===== config.mk =====
export PLATFORM = sky130hd
export DESIGN_NAME = port_alloc_flat
export DESIGN_NICKNAME = d
export VERILOG_FILES = /design/src/rtl/port_alloc_if.sv /design/src/rtl/port_alloc.sv /design/src/flat_wrapper.sv
export SDC_FILE = /design/constraint.sdc
export NUM_CORES = 1
export LEC_CHECK = 0
export BUFFER_PORTS_ARGS = -buffer_cell sky130_fd_sc_hd__buf_4
export CAP_MARGIN = 30
export CORE_MARGIN = 5
export CORE_UTILIZATION = 50
export DETAILED_ROUTE_END_ITERATION = 8
export PLACE_DENSITY = 0.7
export SLEW_MARGIN = 10
export SYNTH_ARGS = -nofsm -noshare
export SYNTH_HDL_FRONTEND = slang
export SYNTH_SLANG_ARGS = --single-unit

===== constraint.sdc =====
create_clock -name clk -period 17.3 [get_ports clk]
set_input_delay 1.73 -clock clk [delete_from_list [all_inputs] [get_ports clk]]
set_output_delay 1.73 -clock clk [all_outputs]
set_load 0.05 [all_outputs]

===== src/rtl/port_alloc_if.sv =====
// Allocator-side bundle: per-input flit descriptors in, registered grants out.
// Direction is named from the driving stage (master) and the allocator (slave).
interface port_alloc_if #(
  parameter int NUM_IN    = 4,
  parameter int NUM_PORT  = 5,
  parameter int WIDTH_AGE = 8
);
  logic                          stall;
  logic [NUM_IN-1:0]             in_valid;
  logic [NUM_IN*NUM_PORT-1:0]    in_prod;
  logic [NUM_IN*WIDTH_AGE-1:0]   in_age;
  logic [NUM_IN-1:0]             out_valid;
  logic [NUM_IN*NUM_PORT-1:0]    out_grant;
  logic [NUM_IN-1:0]             out_deflect;

  modport master (
    output stall, in_valid, in_prod, in_age,
    input  out_valid, out_grant, out_deflect
  );

  modport slave (
    input  stall, in_valid, in_prod, in_age,
    output out_valid, out_grant, out_deflect
  );
endinterface


===== src/rtl/port_alloc.sv =====
// Output-port allocator for a bufferless deflection router: oldest flit first, ties by round-robin.
// Defining DEFLECT_CNT_EN adds a 16-bit saturating deflection counter output (defl_count).
module port_alloc #(
  parameter int NUM_IN    = 4,
  parameter int NUM_PORT  = 5,
  parameter int WIDTH_AGE = 8
) (
  input  logic        clk,
  input  logic        reset,
  port_alloc_if.slave bus
`ifdef DEFLECT_CNT_EN
  ,
  output logic [15:0] defl_count
`endif
);
  localparam int PTR_W = $clog2(NUM_IN);
  localparam int CNT_W = $clog2(NUM_IN + 1);
  localparam logic [NUM_PORT-1:0] LINK_MASK = {1'b0, {(NUM_PORT-1){1'b1}}};

  logic [PTR_W-1:0]           rr_ptr_r;
  logic [PTR_W-1:0]           rank_s [NUM_IN];
  logic [NUM_PORT-1:0]        free_s;
  logic [NUM_PORT-1:0]        pick_s;
  logic [NUM_IN*NUM_PORT-1:0] grant_s;
  logic [NUM_IN-1:0]          defl_s;
  logic [NUM_IN-1:0]          out_valid_r;
  logic [NUM_IN*NUM_PORT-1:0] out_grant_r;
  logic [NUM_IN-1:0]          out_defl_r;

  function automatic logic [NUM_PORT-1:0] lowest_one(input logic [NUM_PORT-1:0] v);
    return v & (~v + NUM_PORT'(1));
  endfunction

  function automatic logic outranks(input logic [WIDTH_AGE-1:0] age_a,
                                    input logic [WIDTH_AGE-1:0] age_b,
                                    input logic [PTR_W-1:0]     dist_a,
                                    input logic [PTR_W-1:0]     dist_b);
    return (age_a > age_b) || ((age_a == age_b) && (dist_a < dist_b));
  endfunction

  // Rank of each input = number of valid inputs that beat it (an input never beats itself).
  always_comb begin
    for (int i = 0; i < NUM_IN; i++) begin
      rank_s[i] = '0;
      for (int j = 0; j < NUM_IN; j++) begin
        rank_s[i] = rank_s[i] + PTR_W'(bus.in_valid[j] &&
                    outranks(bus.in_age[j*WIDTH_AGE +: WIDTH_AGE],
                             bus.in_age[i*WIDTH_AGE +: WIDTH_AGE],
                             PTR_W'(j) - rr_ptr_r,
                             PTR_W'(i) - rr_ptr_r));
      end
    end
  end

  // Serve flits in rank order against a shrinking free-port mask; links always suffice for deflection.
  always_comb begin
    free_s  = '1;
    pick_s  = '0;
    grant_s = '0;
    defl_s  = '0;
    for (int r = 0; r < NUM_IN; r++) begin
      for (int i = 0; i < NUM_IN; i++) begin
        if (bus.in_valid[i] && (rank_s[i] == PTR_W'(r))) begin
          pick_s = lowest_one(bus.in_prod[i*NUM_PORT +: NUM_PORT] & free_s);
          if (pick_s == '0) begin
            pick_s    = lowest_one(free_s & LINK_MASK);
            defl_s[i] = 1'b1;
          end else begin
            defl_s[i] = 1'b0;
          end
          grant_s[i*NUM_PORT +: NUM_PORT] = pick_s;
          free_s = free_s & ~pick_s;
        end else begin
          free_s = free_s;
        end
      end
    end
  end

  // Output pipeline register and round-robin pointer; stall freezes everything, reset wins.
  always_ff @(posedge clk) begin
    if (reset) begin
      out_valid_r <= '0;
      out_grant_r <= '0;
      out_defl_r  <= '0;
      rr_ptr_r    <= '0;
    end else if (!bus.stall) begin
      out_valid_r <= bus.in_valid;
      out_grant_r <= grant_s;
      out_defl_r  <= defl_s;
      rr_ptr_r    <= (|bus.in_valid) ? rr_ptr_r + PTR_W'(1) : rr_ptr_r;
    end else begin
      out_valid_r <= out_valid_r;
      out_grant_r <= out_grant_r;
      out_defl_r  <= out_defl_r;
      rr_ptr_r    <= rr_ptr_r;
    end
  end

  assign bus.out_valid   = out_valid_r;
  assign bus.out_grant   = out_grant_r;
  assign bus.out_deflect = out_defl_r;

`ifdef DEFLECT_CNT_EN
  logic [15:0] defl_count_r;
  logic [16:0] defl_sum_s;

  function automatic logic [CNT_W-1:0] popcount(input logic [NUM_IN-1:0] v);
    logic [CNT_W-1:0] n;
    n = '0;
    for (int k = 0; k < NUM_IN; k++) begin
      n = n + CNT_W'(v[k]);
    end
    return n;
  endfunction

  // One spare bit catches the carry so the count can clamp instead of wrapping.
  always_comb begin
    defl_sum_s = {1'b0, defl_count_r} + 17'(popcount(defl_s));
  end

  // Saturating deflection counter, held by stall.
  always_ff @(posedge clk) begin
    if (reset) begin
      defl_count_r <= 16'h0000;
    end else if (!bus.stall) begin
      defl_count_r <= defl_sum_s[16] ? 16'hFFFF : defl_sum_s[15:0];
    end else begin
      defl_count_r <= defl_count_r;
    end
  end

  assign defl_count = defl_count_r;
`endif
endmodule


===== src/flat_wrapper.sv =====
// flat-port wrapper written by rule: the top's interface ports become plain ports
module port_alloc_flat 
#(
  parameter int NUM_IN    = 4,
  parameter int NUM_PORT  = 5,
  parameter int WIDTH_AGE = 8
)
  (clk, reset, bus_stall, bus_in_valid, bus_in_prod, bus_in_age, bus_out_valid, bus_out_grant, bus_out_deflect);
  port_alloc_if #(.NUM_IN(NUM_IN), .NUM_PORT(NUM_PORT), .WIDTH_AGE(WIDTH_AGE)) bus_i ();
  input  logic clk;
  input  logic reset;
  input wire logic [$bits(bus_i.stall)-1:0] bus_stall;
  input wire logic [$bits(bus_i.in_valid)-1:0] bus_in_valid;
  input wire logic [$bits(bus_i.in_prod)-1:0] bus_in_prod;
  input wire logic [$bits(bus_i.in_age)-1:0] bus_in_age;
  output wire logic [$bits(bus_i.out_valid)-1:0] bus_out_valid;
  output wire logic [$bits(bus_i.out_grant)-1:0] bus_out_grant;
  output wire logic [$bits(bus_i.out_deflect)-1:0] bus_out_deflect;
  assign bus_i.stall = bus_stall;
  assign bus_i.in_valid = bus_in_valid;
  assign bus_i.in_prod = bus_in_prod;
  assign bus_i.in_age = bus_in_age;
  assign bus_out_valid = bus_i.out_valid;
  assign bus_out_grant = bus_i.out_grant;
  assign bus_out_deflect = bus_i.out_deflect;
  port_alloc #(.NUM_IN(NUM_IN), .NUM_PORT(NUM_PORT), .WIDTH_AGE(WIDTH_AGE)) u_core (.clk(clk), .reset(reset), .bus(bus_i));
endmodule

* Word-level counts from Yosys, hierarchy flattened
Cells that the tools add are included.
** Cells by class
- $add $sub $neg :: 48
- Multiply operators :: 0
- Div/mod/pow operators :: 0
- $lt $le $gt $ge :: 32
- Eq/ne operators :: 24
- Shifts and indexed selects :: 0
- Mux-type cells :: 94
- Bitwise operators :: 107
- Reduce and logical (&&, ||, !) cells :: 82
** Operators with widths (number)
- $mux W5 :: 62
- $and A5 B5 Y5 :: 45
- $add A5 B1 Y5 const B :: 31
- $not A5 Y5 :: 31
- $gt A8 B8 Y1 :: 16
- $eq A8 B8 Y1 :: 12
- $logic_not A5 Y1 :: 16
- $and A4 B5 Y5 :: 15
- $not A4 Y5 :: 15
- $logic_and A1 B1 Y1 :: 44
- $lt A2 B2 Y1 :: 16
- $mux W1 :: 32
- $add A2 B1 Y2 :: 8
- $eq A2 B2 Y1 const B :: 8
- $logic_or A1 B1 Y1 :: 16
- $add A1 B1 Y2 :: 4
- $eq A2 B1 Y1 const B :: 4
- $logic_not A2 Y1 :: 4
- $reduce_or A4 Y1 :: 1
- $sub A1 B2 Y2 const A :: 2
- $sub A2 B2 Y2 const A :: 2
- $add A2 B1 Y2 const B :: 1
- $reduce_and A2 Y1 :: 1
- $not A1 Y1 :: 1
** Storage, ports and cells
- Register bits after elaboration :: 30
- Latch bits :: 0
- Bits in writable memories :: 0
- Memory bits (read-only) :: 0
- Output and inout bits :: 28
- Logic and storage cells :: 391
- Memories kept :: 0

* Longest topological paths before layout
Gate-level depths: netlist of run 1.
- Depth after elaboration :: 160
- Depth in mapped cells :: 55
- Mapped depth without buffers :: 46

* Worst setup path after synthesis of run 1
Ideal clock, no wire load.
- Path type :: input-to-reg
- Start :: input bus_in_age[1]
- End :: register u_core.out_grant_r[18] (netlist: u_core.bus.out_grant[18])
- Library setup time :: 0.060 ns
- Data arrival time :: 13.355 ns
- Slack :: 3.884 ns
- Stages :: 53
- Path buffers :: 7
- Cells stage by stage :: inv_1 > ha_1 > nor2b_1 > o21a_1 > o21ai_0 > nand2b_1 > a21oi_1 > nor2b_1 > o21ai_0 > nand2b_1 > a21o_1 > o211ai_1 > fa_1 > and4b_1 > buf_2 > a211o_1 > and3_1 > buf_2 > [17 not listed] > a32o_1 > or4_1 > buf_2 > o211a_1 > or3_1 > buf_2 > mux2_4 > a211oi_2 > buf_4 > a21o_2 > nand3_1 > o311a_1 > or3b_1 > buf_2 > o221ai_2 > o2111ai_2 > nor4_1 > o221a_1
** Between the ends
- Cells in the longest elaborated chain, start to end :: 157
** Ends and longest elaborated chain
- start: declaration :: line flat_wrapper.sv:15 : input wire logic [$bits(bus_i.in_age)-1:0] bus_in_age;
- branches (longest 156 deep; another with $gt A8 B8 Y1)
- $mux W5 * :: line port_alloc.sv:63 : if (bus.in_valid[i] && (rank_s[i] == PTR_W'(r))) begin
- end signal: assignment :: line port_alloc.sv:89 : out_grant_r <= grant_s;
- end signal: assignment :: line port_alloc.sv:94 : out_grant_r <= out_grant_r;
- end: declaration :: line port_alloc.sv:27 : logic [NUM_IN*NUM_PORT-1:0] out_grant_r;
Mark *: on every way between the ends. The select of a mux whose other input is x is not followed.
A chain may end at the register's enable or synchronous reset.

* Final worst setup path of run 1
Ends and elaborated chain as after synthesis.

==> results of run 1 <==
routing by layer:
| metal | wire length (um) | vias to the layer above |
|---|---|---|
| met5 | 0 | - |
| met4 | 1940 | 0 |
| met3 | 4757 | 148 |
| met2 | 14290 | 694 |
| met1 | 12790 | 4278 |
| li1 | - | 4018 |
power by group through the flow:
stage	logic, W	clock network (W)	registers (W)
6_report	0.000450	0.0000924	0.0000777
3_3_place_gp	0.000428	0	0.0000789
5_1_grt	0.000474	0.0000951	0.0000781
2_1_floorplan	0.000285	0	0.0000944
3_5_place_dp	0.000426	0	0.0000789
4_1_cts	0.000428	0.0000920	0.0000775
through the flow:
step / utilization, % / worst slack [ps] / cell area, um2 / hold WS, ps
detailed placement: 55.93 / 884.7 / 7704 / 488.4
global route: 57.07 / 34.95 / 7860 / 541.5
floorplan: - / 3884 / 6974 / 508.5
CTS: 57.03 / 1134 / 7855 / 502.0
global placement: 55.93 / 723.1 / 7704 / 476.7
finish: 57.07 / 561.6 / 7860 / 495.5
worst register-to-register path: cells and delay by family, from the launching register on:
family / cells / cell delay (ps)
compound gates: 22 / 9400
simple gates: 12 / 3690
fa+ha+maj: 2 / 770
flops: 1 / 450
mux: 1 / 340
buf+inv: 1 / 100
cells in the mapped netlist, types with 13 or more instances:
cell type / n / area [um2]
nand2_1: 100 / 375.4
nor2_1: 72 / 270.3
a21oi_1: 71 / 355.3
o21ai_0: 62 / 310.3
inv_1: 61 / 229.0
ha_1: 52 / 650.6
a31oi_1: 39 / 244.0
nand3_1: 37 / 185.2
dfxtp_1: 30 / 600.6
clkbuf_1: 28 / 105.1
nand4_1: 22 / 137.6
o21a_1: 19 / 142.6
nor3_1: 18 / 90.09
o211ai_1: 17 / 127.6
a21o_1: 16 / 120.1
and3_1: 15 / 93.84
nand2b_1: 15 / 93.84
nor2b_1: 13 / 81.33
sequential cells by signal, summed over array words and instances (netlist names):
register	flops
u_core.bus.out_valid	4
u_core.bus.out_grant	20
u_core.bus.out_deflect	4
u_core.rr_ptr_r	2
worst min-delay path by stage:
stage,startpoint,endpoint,depth (start not counted)
final,u_core.bus.out_valid[0]$_SDFFE_PP0N_,u_core.bus.out_valid[0]$_SDFFE_PP0N_,2
after global routing,u_core.bus.out_grant[19]$_SDFFE_PP0N_,u_core.bus.out_grant[19]$_SDFFE_PP0N_,1
after CTS,u_core.bus.out_grant[13]$_SDFFE_PP0N_,u_core.bus.out_grant[13]$_SDFFE_PP0N_,2
after detailed placement,u_core.bus.out_grant[1]$_SDFFE_PP0N_,u_core.bus.out_grant[1]$_SDFFE_PP0N_,2
after global placement,u_core.bus.out_grant[1]$_SDFFE_PP0N_,u_core.bus.out_grant[1]$_SDFFE_PP0N_,2
after floorplan,u_core.rr_ptr_r[1]$_SDFFE_PP0P_,u_core.rr_ptr_r[1]$_SDFFE_PP0P_,2
cell type report:
| cell class | count | area [um2] |
|---|---|---|
| multi-input combinational | 856 | 5943 |
| fill | 1421 | 5913 |
| timing repair buffer | 94 | 703.2 |
| sequential | 30 | 600.6 |
| inverter | 63 | 236.5 |
| tap | 180 | 225.2 |
| clock buffer | 6 | 138.9 |
| clock inverter | 2 | 12.51 |
cell families (layout without fill, tap and decap cells):
kind of cell,Yosys count,in the layout
multiplexers,6,6
AO/OA/AOI/OAI,423,423
XOR/XNOR,1,1
AND/OR/NAND/NOR,369,369
buffers and inverters,107,165
adder cells (fa/ha/maj),57,57
flip-flops,30,30
==> impl_metrics.py, run 1 <==
metrics = {
    "logic_synthesis": {
        "synthCells": 993,
        "synth_top_family_by_area": "compound AO/OA/AOI/OAI gates",
        "syn_area_per_cell_um2": 7.023,
        "ys_warn_count": 0,
        "synthMuxAreaShare_pct": 0.9508,
        "syn_nets": 1108,
        "yosys.area_share.adder_pct": 10.62,
        "ys_types": 105,
        "synthArstFlopShare_pct": 0,
        "synth-edff-count": 0,
        "seq_area_frac_synth_pct": 8.611,
        "ys_seq_elements": 30,
        "synth-xor-area-share_pct": 0.1256,
        "synth-compound-area-share_pct": 45.71,
        "synthFlopType": "dfxtp_1",
        "synth_area_mm2": 0.006974,
        "yosys.area_share.simple_pct": 27.81,
    },
    "global_route": {
        "grt_pass1_vias": 8525,
        "gr-usage-met2_pct": 61.95,
        "grt_max_degree": 34,
        "use_met3_pct": 11.79,
        "antenna_found_initial": 0,
        "grt_pass1_wl_mm": 50.78,
        "grt_use_total_pct": 40.27,
        "gr-total-overflow": 0,
        "use_met1_pct": 51.63,
        "busiest_layer": "met2",
    },
    "cells_and_area": {
        "area_delta_synth_final_pct": 12.70,
        "layout_commonest_cell": "nand2_1",
        "final_nets": 1165,
        "post_layout_nonfiller_instances": 1231,
        "mostFrequentLayoutCells": "nand2_1, buf_4, nor2_1, a21oi_1, o21ai_0",
        "drive_gt1_share_pct": 16.46,
        "num_antenna_cells": 0,
    },
    "critical_path": {
        "crit_cells": 43,
        "cp_top_family": "compound AO/OA/AOI/OAI gates",
        "r2r_slack_ps": 2470,
        "cp_max_fo": 16,
        "timing.critical_path.to": "u_core.bus.out_grant[18]$_SDFFE_PP0N_",
        "rr_worst_depth": 38,
        "end_kind": "register",
        "slowest_delay_ps": 930,
        "rr_endpoint": "u_core.bus.out_grant[18]$_SDFFE_PP0N_",
        "crit_buf_inv": 1,
        "worst-setup-path-type": "primary input to register",
        "crit_path_top_delay_cell": "a221oi_1",
        "critPathRequiredTime_ps": 17530,
        "critPathLaunchType": "primary input",
        "crit_start": "bus_in_age[1]",
        "crit_arrival_ps": 16970,
        "crit_top_cell": "a21oi_1",
        "reg2reg_from": "u_core.rr_ptr_r[1]$_SDFFE_PP0P_",
    },
    "routing": {
        "final_antenna_net_count": 0,
        "first_iter_violations": 1231,
        "drc_errors": 0,
        "vias": 9138,
        "viasPerCell": 7.423,
        "dr.pass1.iters": 6,
        "drt-total-wl_mm": 33.78,
        "routedWlPerCell_um": 27.44,
    },
    "clock_network": {
        "clk_path_buf_depth": 2,
        "numCtsBuffers": 5,
        "cts_root_buf": "clkbuf_16",
        "clock_latency_ps": 290,
        "cts_tree": "yes",
        "post_cts_resized": 0,
        "postCtsSetupBuffers": 0,
        "clk_pin_slew_ps": 50,
        "cts.sinks": 30,
        "htreeDepth": 2,
        "ctsHoldBuffers": 0,
    },
    "min_path": {
        "hp-class": "register to register",
    },
    "floorplanning": {
        "ios": 87,
        "dieArea_mm2": 0.01641,
        "start_util_pct": 50.64,
        "die_w_um": 128.1,
        "fp.coreArea_mm2": 0.01377,
        "fp-row-count": 43,
        "die-height_um": 128.1,
    },
    "place": {
        "globalplace.congestion": 1.098,
        "placed_cells": 1222,
        "dp_hpwl_mm": 27.17,
        "io_buffers": 86,
    },
    "power": {
        "pwr-share-clk_pct": 14.9,
        "intPower_w": 0.0002729,
        "power_w": 0.0006195,
        "p_leak_nw": 3.304,
        "combPwrFrac_pct": 72.6,
        "vdd.ir_drop.worst_mv": 0.06075,
        "seq_power_share_pct": 12.5,
        "p_sw_share_pct": 55.95,
        "powerDensity_mw_per_mm2": 78.82,
        "p_sw_w": 0.0003467,
    },
    "timing": {
        "slew_headroom_pct": 28.50,
        "finClkSkew_ps": 5.505,
        "finalSetupViolCount": 0,
        "report.final.slew_viol_count": 0,
        "hold_viol": 0,
        "maxClockFrequency_mhz": 59.74,
        "timing.final.crit_share_pct": 96.75,
        "setup_tns_ps": 0,
        "fin_crit_ps": 16740,
        "tightest_slew_ps": 1072,
        "rsz0062_at_grt": "false",
    },
    "job": {
        "max_cap_violations": 0,
    },
    "status": {
        "status": "complete, no violations",
    },
}
Note: power is estimated with default switching activity, not from simulation.
==> run 2: changes to the inputs <==
--- a/config.mk
+++ b/config.mk
@@ -11,6 +11,7 @@
 export CORE_UTILIZATION = 50
 export DETAILED_ROUTE_END_ITERATION = 8
 export PLACE_DENSITY = 0.7
+export RECOVER_POWER = 25
 export SLEW_MARGIN = 10
 export SYNTH_ARGS = -nofsm -noshare
 export SYNTH_HDL_FRONTEND = slang
==> impl_metrics.py, run 2 (synthesis gave the netlist of run 1 again) <==
metrics = {
    "status": {
        "status": "finished with violations",
        "violations": "max-capacitance violations, max-slew violations",
    },
    "cells_and_area": {
        "mostFrequentLayoutCells": "nand2_1, buf_4, nor2_1, a21oi_1, o21ai_0",
        "final_nets": 1165,
        "drive_gt1_share_pct": 15.60,
        "num_antenna_cells": 0,
        "largest_reg_flops": 20,
        "fillers": 1427,
        "area_delta_synth_final_pct": 12.22,
        "layout_commonest_cell": "nand2_1",
    },
    "floorplanning": {
        "fp.coreArea_mm2": 0.01377,
        "dieArea_mm2": 0.01641,
        "fp-row-count": 43,
        "die-height_um": 128.1,
        "ios": 87,
        "start_util_pct": 50.64,
        "die_w_um": 128.1,
    },
    "critical_path": {
        "worst-setup-path-type": "primary input to register",
        "critPathLaunchType": "primary input",
        "slowest_delay_ps": 910,
        "critPathRequiredTime_ps": 17540,
        "crit_path_top_delay_cell": "a221oi_1",
        "cp_max_fo": 16,
        "crit_arrival_ps": 16920,
        "crit_top_cell": "a21oi_1",
        "end_kind": "register",
    },
    "routing": {
        "first_iter_violations": 1308,
        "drc_errors": 0,
        "top_layer_used": "met4",
        "routedWlPerCell_um": 27.62,
        "dr.pass1.iters": 6,
        "wl_met3_mm": 4.835,
        "viasPerCell": 7.517,
        "drt-total-wl_mm": 34.00,
        "vias": 9254,
        "final_antenna_net_count": 0,
        "wl_met2_mm": 14.33,
        "wl_met1_mm": 12.78,
    },
    "place": {
        "dp_hpwl_mm": 27.17,
        "globalplace.congestion": 1.098,
        "io_buffers": 86,
        "pre_cts_ws_ps": 884.7,
    },
    "global_route": {
        "grt_max_degree": 34,
        "grt_use_total_pct": 40.27,
        "grt_pass1_vias": 8525,
        "gr-total-overflow": 0,
        "antenna_found_initial": 0,
        "grt_pass1_wl_mm": 50.78,
    },
    "clock_network": {
        "numCtsBuffers": 5,
        "ctsHoldBuffers": 0,
        "clock_latency_ps": 290,
        "clk_pin_slew_ps": 50,
        "postCtsSetupBuffers": 0,
        "clk_path_buf_depth": 2,
        "htreeDepth": 2,
        "cts.sinks": 30,
        "cts_root_buf": "clkbuf_16",
        "post_cts_resized": 0,
        "cts_tree": "yes",
    },
    "timing": {
        "finalSetupViolCount": 0,
        "maxClockFrequency_mhz": 59.94,
        "tightest_slew_ps": 1538,
        "fin_crit_ps": 16680,
        "finClkSkew_ps": 5.753,
        "timing.final.crit_share_pct": 96.43,
        "slew_headroom_pct": -2.529,
        "setup_tns_ps": 0,
        "report.final.slew_viol_count": 23,
        "hold_viol": 0,
        "rsz0062_at_grt": "false",
        "setup_slack_ps": 617.1,
    },
    "power": {
        "vdd.ir_drop.worst_mv": 0.06136,
        "p_leak_nw": 3.268,
        "powerDensity_mw_per_mm2": 79.11,
    },
    "min_path": {
        "hp-class": "register to register",
    },
    "job": {
        "max_cap_violations": 1,
    },
}
==> run 2: changes by cell type in the layout (fill, tap and decap cells not counted), sizes merged <==
cell,change
clkbuf,+9
buf,-9
==> run 2: stage by stage <==
step           hold slack, ps  cells  utilization (%)   power, W  cell area (um2)
3_3_place_gp            476.7   1222            55.93  0.0005073             7704
3_5_place_dp            488.4   1222            55.93  0.0005048             7704
5_1_grt                 537.0   1231            56.82  0.0006460             7826
4_1_cts                 502.0   1230            57.03  0.0005980             7855
2_1_floorplan           508.5    993                -  0.0003790             6974
6_report                497.0   1231            56.82  0.0006191             7826
==> run 2: path summary, 6_finish.rpt <==
kind	startpoint	endpoint	slack, ps	cells after the start
worst min register to register	u_core.bus.out_valid[0]$_SDFFE_PP0N_	u_core.bus.out_valid[0]$_SDFFE_PP0N_	500	2
worst min-delay path	u_core.bus.out_valid[0]$_SDFFE_PP0N_	u_core.bus.out_valid[0]$_SDFFE_PP0N_	500	2
worst max register to register	u_core.rr_ptr_r[1]$_SDFFE_PP0P_	u_core.bus.out_grant[18]$_SDFFE_PP0N_	2530	38
worst max-delay path	bus_in_age[1]	u_core.bus.out_grant[18]$_SDFFE_PP0N_	620	47
==> run 2: cell type report <==
cell class	count	area (um2)	share of cell area [%]
clock buffers	6	138.9	1.775
flip-flops and latches	30	600.6	7.674
inverters	63	236.5	3.022
repair buffers	94	669.4	8.553
clock inverters	2	12.51	0.1599
multi-input cells	856	5943	75.94
well taps	180	225.2	2.878
==> run 2: where the power goes <==
part	total, W	switching, W	internal (W)
clock	0.0000928	0.0000358	0.0000570
combinational	0.000449	0.000308	0.000141
sequential	0.0000776	0.00000328	0.0000743
total	0.000619	0.000347	0.000272
==> run 2: worst max-delay path, delay by kind of cell <==
family          cells  cell delay (ps)
compound gates     27            10170
simple gates       15             3610
fa+ha+maj           2              870
mux                 1              340
buf+inv             2              150
==> run 2: routing by layer <==
| layer | up-vias | GRT usage [%] |
|---|---|---|
| li1 | 4024 | - |
| met1 | 4302 | 51.63 |
| met2 | 757 | 61.95 |
| met3 | 171 | 11.79 |
| met4 | 0 | 18.98 |
| met5 | - | 0 |
